==> config.mk <==
export PLATFORM = sky130hd
export DESIGN_NAME = serial_frame_ctrl
export DESIGN_NICKNAME = d
export VERILOG_FILES = /design/src/rtl/serial_frame_ctrl.sv
export SDC_FILE = /design/constraint.sdc
export NUM_CORES = 1
export LEC_CHECK = 0
export ABC_CLOCK_PERIOD_IN_PS = 1600
export CAP_MARGIN = 0
export CELL_PAD_IN_SITES_DETAIL_PLACEMENT = 0
export CELL_PAD_IN_SITES_GLOBAL_PLACEMENT = 1
export CORE_MARGIN = 5
export CORE_UTILIZATION = 30
export CTS_CLUSTER_DIAMETER = 100
export CTS_CLUSTER_SIZE = 16
export DETAILED_ROUTE_END_ITERATION = 16
export PLACE_DENSITY_LB_ADDON = 0.05
export SLEW_MARGIN = 10
export SYNTH_ARGS = -nofsm -noshare
export SYNTH_HDL_FRONTEND = slang
export SYNTH_SLANG_ARGS = --single-unit
==> constraint.sdc <==
create_clock -name clk -period 1.6 [get_ports clk]
set_input_delay 0.32 -clock clk [delete_from_list [all_inputs] [get_ports clk]]
set_output_delay 0.32 -clock clk [all_outputs]
set_load 0.01 [all_outputs]
==> src/rtl/serial_frame_ctrl.sv <==
`default_nettype none
// ============================================================================
// Module      : serial_frame_ctrl
// Description : Frame controller behind a serial start-pattern detector.
//               It enables the detector while hunting and waits for its
//               terminal-state hit. It then captures a port address and a
//               payload length MSB-first, steers the payload bits to one of
//               2**ADDR_W ports, and clears the detector at end of frame.
// Options     : define SERIAL_FRAME_PARITY_EN to add a trailing even-parity
//               bit (PAR state) that is checked into err.
// Revision    : 1.0 - initial release
// ============================================================================
module serial_frame_ctrl #(
  parameter int ADDR_W = 2,
  parameter int LEN_W  = 4
) (
  input  logic                   clk,
  input  logic                   rst,
  input  logic                   serin,
  input  logic                   det_hit,
  output logic                   det_en,
  output logic                   det_rst,
  output logic                   dout,
  output logic [2**ADDR_W-1:0]   dvalid,
  output logic [ADDR_W-1:0]      port_addr,
  output logic                   busy,
  output logic                   done,
  output logic                   err
);

`ifdef SERIAL_FRAME_PARITY_EN
  typedef enum logic [2:0] {
    S_HUNT = 3'd0,
    S_ADDR = 3'd1,
    S_LEN  = 3'd2,
    S_DATA = 3'd3,
    S_PAR  = 3'd4,
    S_DONE = 3'd5
  } state_t;
`else
  typedef enum logic [2:0] {
    S_HUNT = 3'd0,
    S_ADDR = 3'd1,
    S_LEN  = 3'd2,
    S_DATA = 3'd3,
    S_DONE = 3'd5
  } state_t;
`endif

  // Bits still to be sampled when entering ADDR / LEN.
  localparam logic [LEN_W-1:0] C_CNT_ADDR = LEN_W'(ADDR_W - 1);
  localparam logic [LEN_W-1:0] C_CNT_LEN  = LEN_W'(LEN_W);

  state_t                 state;
  logic [LEN_W-1:0]       cnt;
  logic [LEN_W-1:0]       len;

  // One-bit left shifts of the capture registers with serin entering the LSB.
  logic [ADDR_W:0]        addr_cat;
  logic [LEN_W:0]         len_cat;
  logic [ADDR_W-1:0]      addr_next;
  logic [LEN_W-1:0]       len_next;

  assign addr_cat  = {port_addr, serin};
  assign len_cat   = {len, serin};
  assign addr_next = addr_cat[ADDR_W-1:0];
  assign len_next  = len_cat[LEN_W-1:0];

`ifdef SERIAL_FRAME_PARITY_EN
  logic par;
`else
  assign err = 1'b0;
`endif

  // Frame sequencer: state, counters, capture registers and registered controls.
  always_ff @(posedge clk or posedge rst) begin
    if (rst) begin
      state     <= S_HUNT;
      cnt       <= '0;
      len       <= '0;
      port_addr <= '0;
      det_en    <= 1'b1;
      det_rst   <= 1'b0;
      busy      <= 1'b0;
      done      <= 1'b0;
`ifdef SERIAL_FRAME_PARITY_EN
      par       <= 1'b0;
      err       <= 1'b0;
`endif
    end else begin
      done    <= 1'b0;
      det_rst <= 1'b0;
      case (state)
        S_HUNT: begin
          if (det_hit) begin
            // serin on the hit edge is already the address MSB.
            port_addr <= addr_next;
            det_en    <= 1'b0;
            busy      <= 1'b1;
`ifdef SERIAL_FRAME_PARITY_EN
            par       <= serin;
            err       <= 1'b0;
`endif
            if (ADDR_W == 1) begin
              state <= S_LEN;
              cnt   <= C_CNT_LEN;
            end else begin
              state <= S_ADDR;
              cnt   <= C_CNT_ADDR;
            end
          end
        end
        S_ADDR: begin
          port_addr <= addr_next;
`ifdef SERIAL_FRAME_PARITY_EN
          par       <= par ^ serin;
`endif
          if (cnt == LEN_W'(1)) begin
            state <= S_LEN;
            cnt   <= C_CNT_LEN;
          end else begin
            cnt   <= cnt - 1'b1;
          end
        end
        S_LEN: begin
          len <= len_next;
`ifdef SERIAL_FRAME_PARITY_EN
          par <= par ^ serin;
`endif
          if (cnt == LEN_W'(1)) begin
            if (len_next != '0) begin
              state <= S_DATA;
              cnt   <= len_next;
            end else begin
`ifdef SERIAL_FRAME_PARITY_EN
              state   <= S_PAR;
`else
              state   <= S_DONE;
              done    <= 1'b1;
              det_rst <= 1'b1;
`endif
            end
          end else begin
            cnt <= cnt - 1'b1;
          end
        end
        S_DATA: begin
`ifdef SERIAL_FRAME_PARITY_EN
          par <= par ^ serin;
`endif
          if (cnt == LEN_W'(1)) begin
`ifdef SERIAL_FRAME_PARITY_EN
            state   <= S_PAR;
`else
            state   <= S_DONE;
            done    <= 1'b1;
            det_rst <= 1'b1;
`endif
          end else begin
            cnt <= cnt - 1'b1;
          end
        end
`ifdef SERIAL_FRAME_PARITY_EN
        S_PAR: begin
          // Even parity: all covered bits plus the parity bit XOR to zero.
          err     <= par ^ serin;
          state   <= S_DONE;
          done    <= 1'b1;
          det_rst <= 1'b1;
        end
`endif
        S_DONE: begin
          // det_hit is ignored here; the detector is being cleared.
          state  <= S_HUNT;
          det_en <= 1'b1;
          busy   <= 1'b0;
          cnt    <= '0;
        end
        default: begin
          state  <= S_HUNT;
          det_en <= 1'b1;
          busy   <= 1'b0;
          cnt    <= '0;
        end
      endcase
    end
  end

  // Payload steering: serin passes straight through to the addressed port.
  always_comb begin
    dout   = 1'b0;
    dvalid = '0;
    if (state == S_DATA) begin
      dout              = serin;
      dvalid[port_addr] = 1'b1;
    end
  end

endmodule
`default_nettype wire

# Word-level counts from Yosys, hierarchy flattened
# Cells that the tools add are included.
word_totals:
  regBits: 15
  latch_bits: 0
  ramBits: 0
  rom_bits: 0
  memories: 0
op_classes:
  addsub: 1
  multipliers: 0
  n_div: 0
  n_lt_le_gt_ge: 2
  n_eq_ne: 10
  n_shift: 0
  muxes: 26
  bitwise_logic: 1
  n_reduce_logical: 9
op_table:
  columns: ["cell", "n"]
  rows:
  - ["$mux W4", 6]
  - ["$pmux W4 S4", 1]
  - ["$mux W3", 5]
  - ["$pmux W3 S4", 1]
  - ["$ne A2 B2 Y1 const B", 5]
  - ["$mux W1", 7]
  - ["$eq A3 B2 Y1 const B", 2]
  - ["$pmux W1 S2", 3]
  - ["$eq A4 B1 Y1 const B", 1]
  - ["$pmux W2 S2", 1]
  - ["$reduce_and A2 Y1", 2]
  - ["$reduce_and A4 Y1", 1]
  - ["$reduce_bool A4 Y1", 1]
  - ["$sub A4 B1 Y4 const B", 1]
  - ["$eq A3 B1 Y1 const B", 1]
  - ["$logic_not A3 Y1", 1]
  - ["$lt A2 B3 Y1 const B", 1]
  - ["$ne A3 B3 Y1 const B", 1]
  - ["$reduce_and A3 Y1", 1]
  - ["$reduce_or A3 Y1", 1]
  - ["$demux W1 S2", 1]
  - ["$ge A2 B1 Y1 const B", 1]
  - ["$mux W2", 1]
  - ["$reduce_bool A2 Y1", 1]
  - ["2 further kinds", 2]

# Longest topological paths before layout
logic_depth:
  ltp_word: 5
  depth_mapped: 6

# Worst setup path before layout
# OpenSTA, ideal clock, no wires.
synth_timing:
  path_kind: "register -> register"
  start: "register cnt[1]"
  end: "register cnt[3]"
  setup_time_ns: 0.135
  t_arrival_ns: 1.338
  path_slack_ns: 0.127
  path_stages_with_launch: 7
  path_buffers: 0
  path_cell_list: "dfrtp_1 inv_1 ha_1 nor3b_4 nand2_4 o21ai_1 a22oi_1"
synth_between:
  elab_chain_cells: 3
synth_lines:
  columns: ["element", "line_no", "text"]
  rows:
  - ["start, declared", "55", "logic [LEN_W-1:0] cnt;"]
  - ["start signal, assigned", "122", "cnt <= cnt - 1'b1;"]
  - ["start signal, assigned", "133", "cnt <= len_next;"]
  - ["start signal, assigned", "144", "cnt <= cnt - 1'b1;"]
  - ["$sub A4 B1 Y4 / $eq A4 B1 Y1 (equally long branches)", null, null]
  - ["$mux W4 (tied with other cells)", "151", "if (cnt == LEN_W'(1)) begin"]
  - ["$pmux W4 S4 / $reduce_and A3 Y1 (equally long branches)", null, null]
# Parallel ways exist; a longest one is shown, timed or not. The select of a mux whose other input is x is not followed.
# A chain may end at the register's enable or synchronous reset.

# Worst setup path in the final report
layout_timing:
  start: "register state[2]"
  end: "output port dvalid[0]"
layout_between:
  elab_chain_cells: 2
layout_lines:
  columns: ["element", "line_no", "text"]
  rows:
  - ["start, declared", "54", "state_t state;"]
  - ["start signal, assigned", "78", "state <= S_HUNT;"]
  - ["start signal, assigned", "105", "state <= S_LEN;"]
  - ["start signal, assigned", "108", "state <= S_ADDR;"]
  - ["$eq A3 B2 Y1", "193", "if (state == S_DATA) begin"]
  - ["$mux W4", "193", null]
  - ["end, declared", "24", "output logic [2**ADDR_W-1:0] dvalid,"]
# Every way passes these cells.

==> run_results.csv <==
group,metric,value,unit
drt,vias,768,
cells_and_area,final_cell_mix,"buf_4 (22), dfrtp_1 (13), nor2_1 (9), clkdlybuf4s50_1 (8), nand2_1 (6)",
placement,gp_congestion,0.801,
run,maxCapViolations,0,
cells_and_area,multi_input_area,509,um^2
critical_path,timing.rr.start,"cnt[1]$_DFFE_PP0P_",
drt,drc,0,
logic_synthesis,yosysWarnings,0,
cells_and_area,fin_cells,155,
placement,place_inst,145,
timing,min_period,1.72,ns
drt,vias_per_cell,4.95,
timing,finClkSkew,0.00770,ns
critical_path,path_cells,"nor3_4 > buf_4 > nor3b_2 > buf_2",
grt,grt_pass1_vias,834,
timing,rsz0062_at_grt,"yes",
clock_tree,insertion_delay,0.29,ns
timing,hold_violations,0,
timing,slew_viol_final,0,
cells_and_area,finalInstanceArea,0.00126,mm^2
clock_tree,max-clock-path-buffers,2,
outcome,status,"finished with violations",
floorplan,io_pins,16,
grt,grtUsageTotal,0.123,
drt,wl,2210,um
placement,portBuffers,14,
clock_tree,cts.sinks,15,
critical_path,r2r_end,"cnt[3]$_DFFE_PP0P_",
floorplan,die_h,64.0,um
pwr,p_leak,0.572,nW
clock_tree,numCtsBuffers,3,
critical_path,endpoint_kind,"output pin",
logic_synthesis,synth_cell_type_count,37,
logic_synthesis,synth.top_cells.by_area,"dfrtp_1 (40%), nor2_1 (3.9%), mux2_1 (3.9%), buf_4 (3.4%), dfstp_2 (3.0%)",
clock_tree,cts_root_buf,"clkbuf_4",
grt,antenna_found_initial,0,
logic_synthesis,netlist_instances,88,
cells_and_area,fill_cells,275,
clock_tree,cts_tree,"built",
drt,ant_nets,0,
logic_synthesis,postSynthAreaPerCell,9.95,um^2
timing,worst_slack,-0.124,ns
outcome,failed_checks,"negative setup slack",
cells_and_area,fin_nets,131,
pwr,power_density,2100,mW/mm^2
timing,setup_tns,-0.415,ns
clock_tree,htreeDepth,1,
drt,first_pass_iters,4,
min_path,hold_path_class,"input port to asynchronous set/reset pin",
timing,fmax,580,MHz
floorplan,die_w,64.0,um
drt,drt-initial-drc-count,27,
timing,timing.hold.ws,0.315,ns
grt,grt_max_degree,16,
floorplan,placementRows,19,
logic_synthesis,ys_ff_latch,15,
grt,grt_overflow,0,
logic_synthesis,synth.top_cell.area_share,0.400,
critical_path,crit_slowest_cell,"dfrtp_1",
placement,place_area,0.00115,mm^2
cells_and_area,final_common_cell,"buf_4",
critical_path,worst-setup-path-type,"register to output pin",
critical_path,reg2reg_slack,0.07,ns
timing,period_share,1.08,
cells_and_area,areaGrowthSynthToFinish,44.4,%
critical_path,critPathRequiredTime,1.28,ns
floorplan,dieArea,0.00410,mm^2
cells_and_area,antenna_cells,0,
cells_and_area,final-seq-area,378,um^2
logic_synthesis,syn_area,876,um^2
timing,final-setup-viol-count,4,
pwr,vdd_drop_max,0.988,mV
cells_and_area,drive_gt1_frac,0.444,
clock_tree,clk_pin_slew,0.10,ns
grt,grt_pass1_wl,3970,um
logic_synthesis,synth_top_area_cell,"dfrtp_1",
critical_path,rr_worst_depth,6,
drt,routedWlPerCell,14.2,um
critical_path,cp.arrival,1.40,ns
critical_path,slowest_delay,0.43,ns
floorplan,initial_core_util,0.315,
logic_synthesis,ys_seq_area_frac,0.430,
floorplan,design.core.area,0.00278,mm^2
placement,dp_hpwl,1560,um
critical_path,cp_max_fo,3,
logic_synthesis,syn_nets,94,
critical_path,critPathLaunchType,"register",
[per-layer routing]
layer	track usage	up-vias	routed length [um]
li1	-	384	-
met1	0.163	365	1040
met2	0.188	15	1040
met3	0.0403	4	92
met4	0.0442	0	25
met5	0	-	0
[report_power, final]
part	leakage (nW)	switching [mW]	internal (mW)	total, mW
Combinational	0.377	0.816	0.901	1.72
Clock	0.0150	0.130	0.0971	0.227
Sequential	0.180	0.152	0.566	0.718
Total	0.572	1.10	1.56	2.66
[worst max path at each step]
stage | from | end | depth (start not counted)
final | state[2]$_DFFE_PP0P_ | dvalid[0] | 4
after global routing | state[2]$_DFFE_PP0P_ | dvalid[0] | 4
after CTS | state[2]$_DFFE_PP0P_ | dvalid[0] | 4
after detailed placement | state[1]$_DFFE_PP0P_ | dvalid[0] | 4
after global placement | serin | dout | 3
after floorplan | cnt[1]$_DFFE_PP0P_ | cnt[3]$_DFFE_PP0P_ | 6
[cell families after synthesis]
group | Yosys count | share of synthesized area
other cells | 1 | 0.00428
fa+ha+maj | 3 | 0.0414
simple gates | 34 | 0.227
buf+inv | 11 | 0.0657
mux | 5 | 0.0643
compound gates | 19 | 0.167
flops | 15 | 0.430
[registers in the layout, summed over array words and instances (netlist names)]
name,cells
state,3
det_en,1
done,1
port_addr,2
len,3
cnt,4
busy,1
[cell usage after synthesis, drive strengths merged]
library cell and n:
a31oi 1, o2bb2ai 2, nand2b 1, nand2 8
mux2 5, o21ai 3, o22ai 1, a22oi 1
a21oi 4, maj3 1, nor3b 2, and3 1
o31ai 1, inv 6, nor3 7, o22a 1
and2 2, a2111o 1, a21o 1, a32oi 1
nor2b 1, or3 1, ha 2, a211oi 1
nor4 2, conb 1, dfstp 1, a311oi 1
nor2 9, dfrtp 14, buf 5
[worst max-delay path: cells and delay by family (launching register included)]
kind,cells,cell delay [ns]
flops,1,0.43
buf+inv,2,0.30
simple gates,2,0.38
[timing repair]
action                                  4_1_cts  5_1_grt
endpoints found under the setup margin       10       11
hold buffers                                  0        0
pin swaps                                     6        7
hold endpoints to repair                      0        0
resized for setup                            26       13
buffers inserted                              5        1
[cell type report]
cell class / instances / share of cell area
inverters: 6 / 0.0178
multi-input cells: 62 / 0.403
flip-flops and latches: 15 / 0.299
repair buffers: 37 / 0.229
clock buffers: 4 / 0.0208
well taps: 31 / 0.0307
[metrics by stage]
step	worst slack, ns	utilization	total power, mW
3_5_place_dp	-0.220	0.413	2.18
6_report	-0.124	0.455	2.66
2_1_floorplan	0.127	-	1.59
5_1_grt	-0.213	0.455	2.88
4_1_cts	-0.118	0.431	2.51
3_3_place_gp	-0.195	0.413	2.19
(Power assumes the default switching activity.)
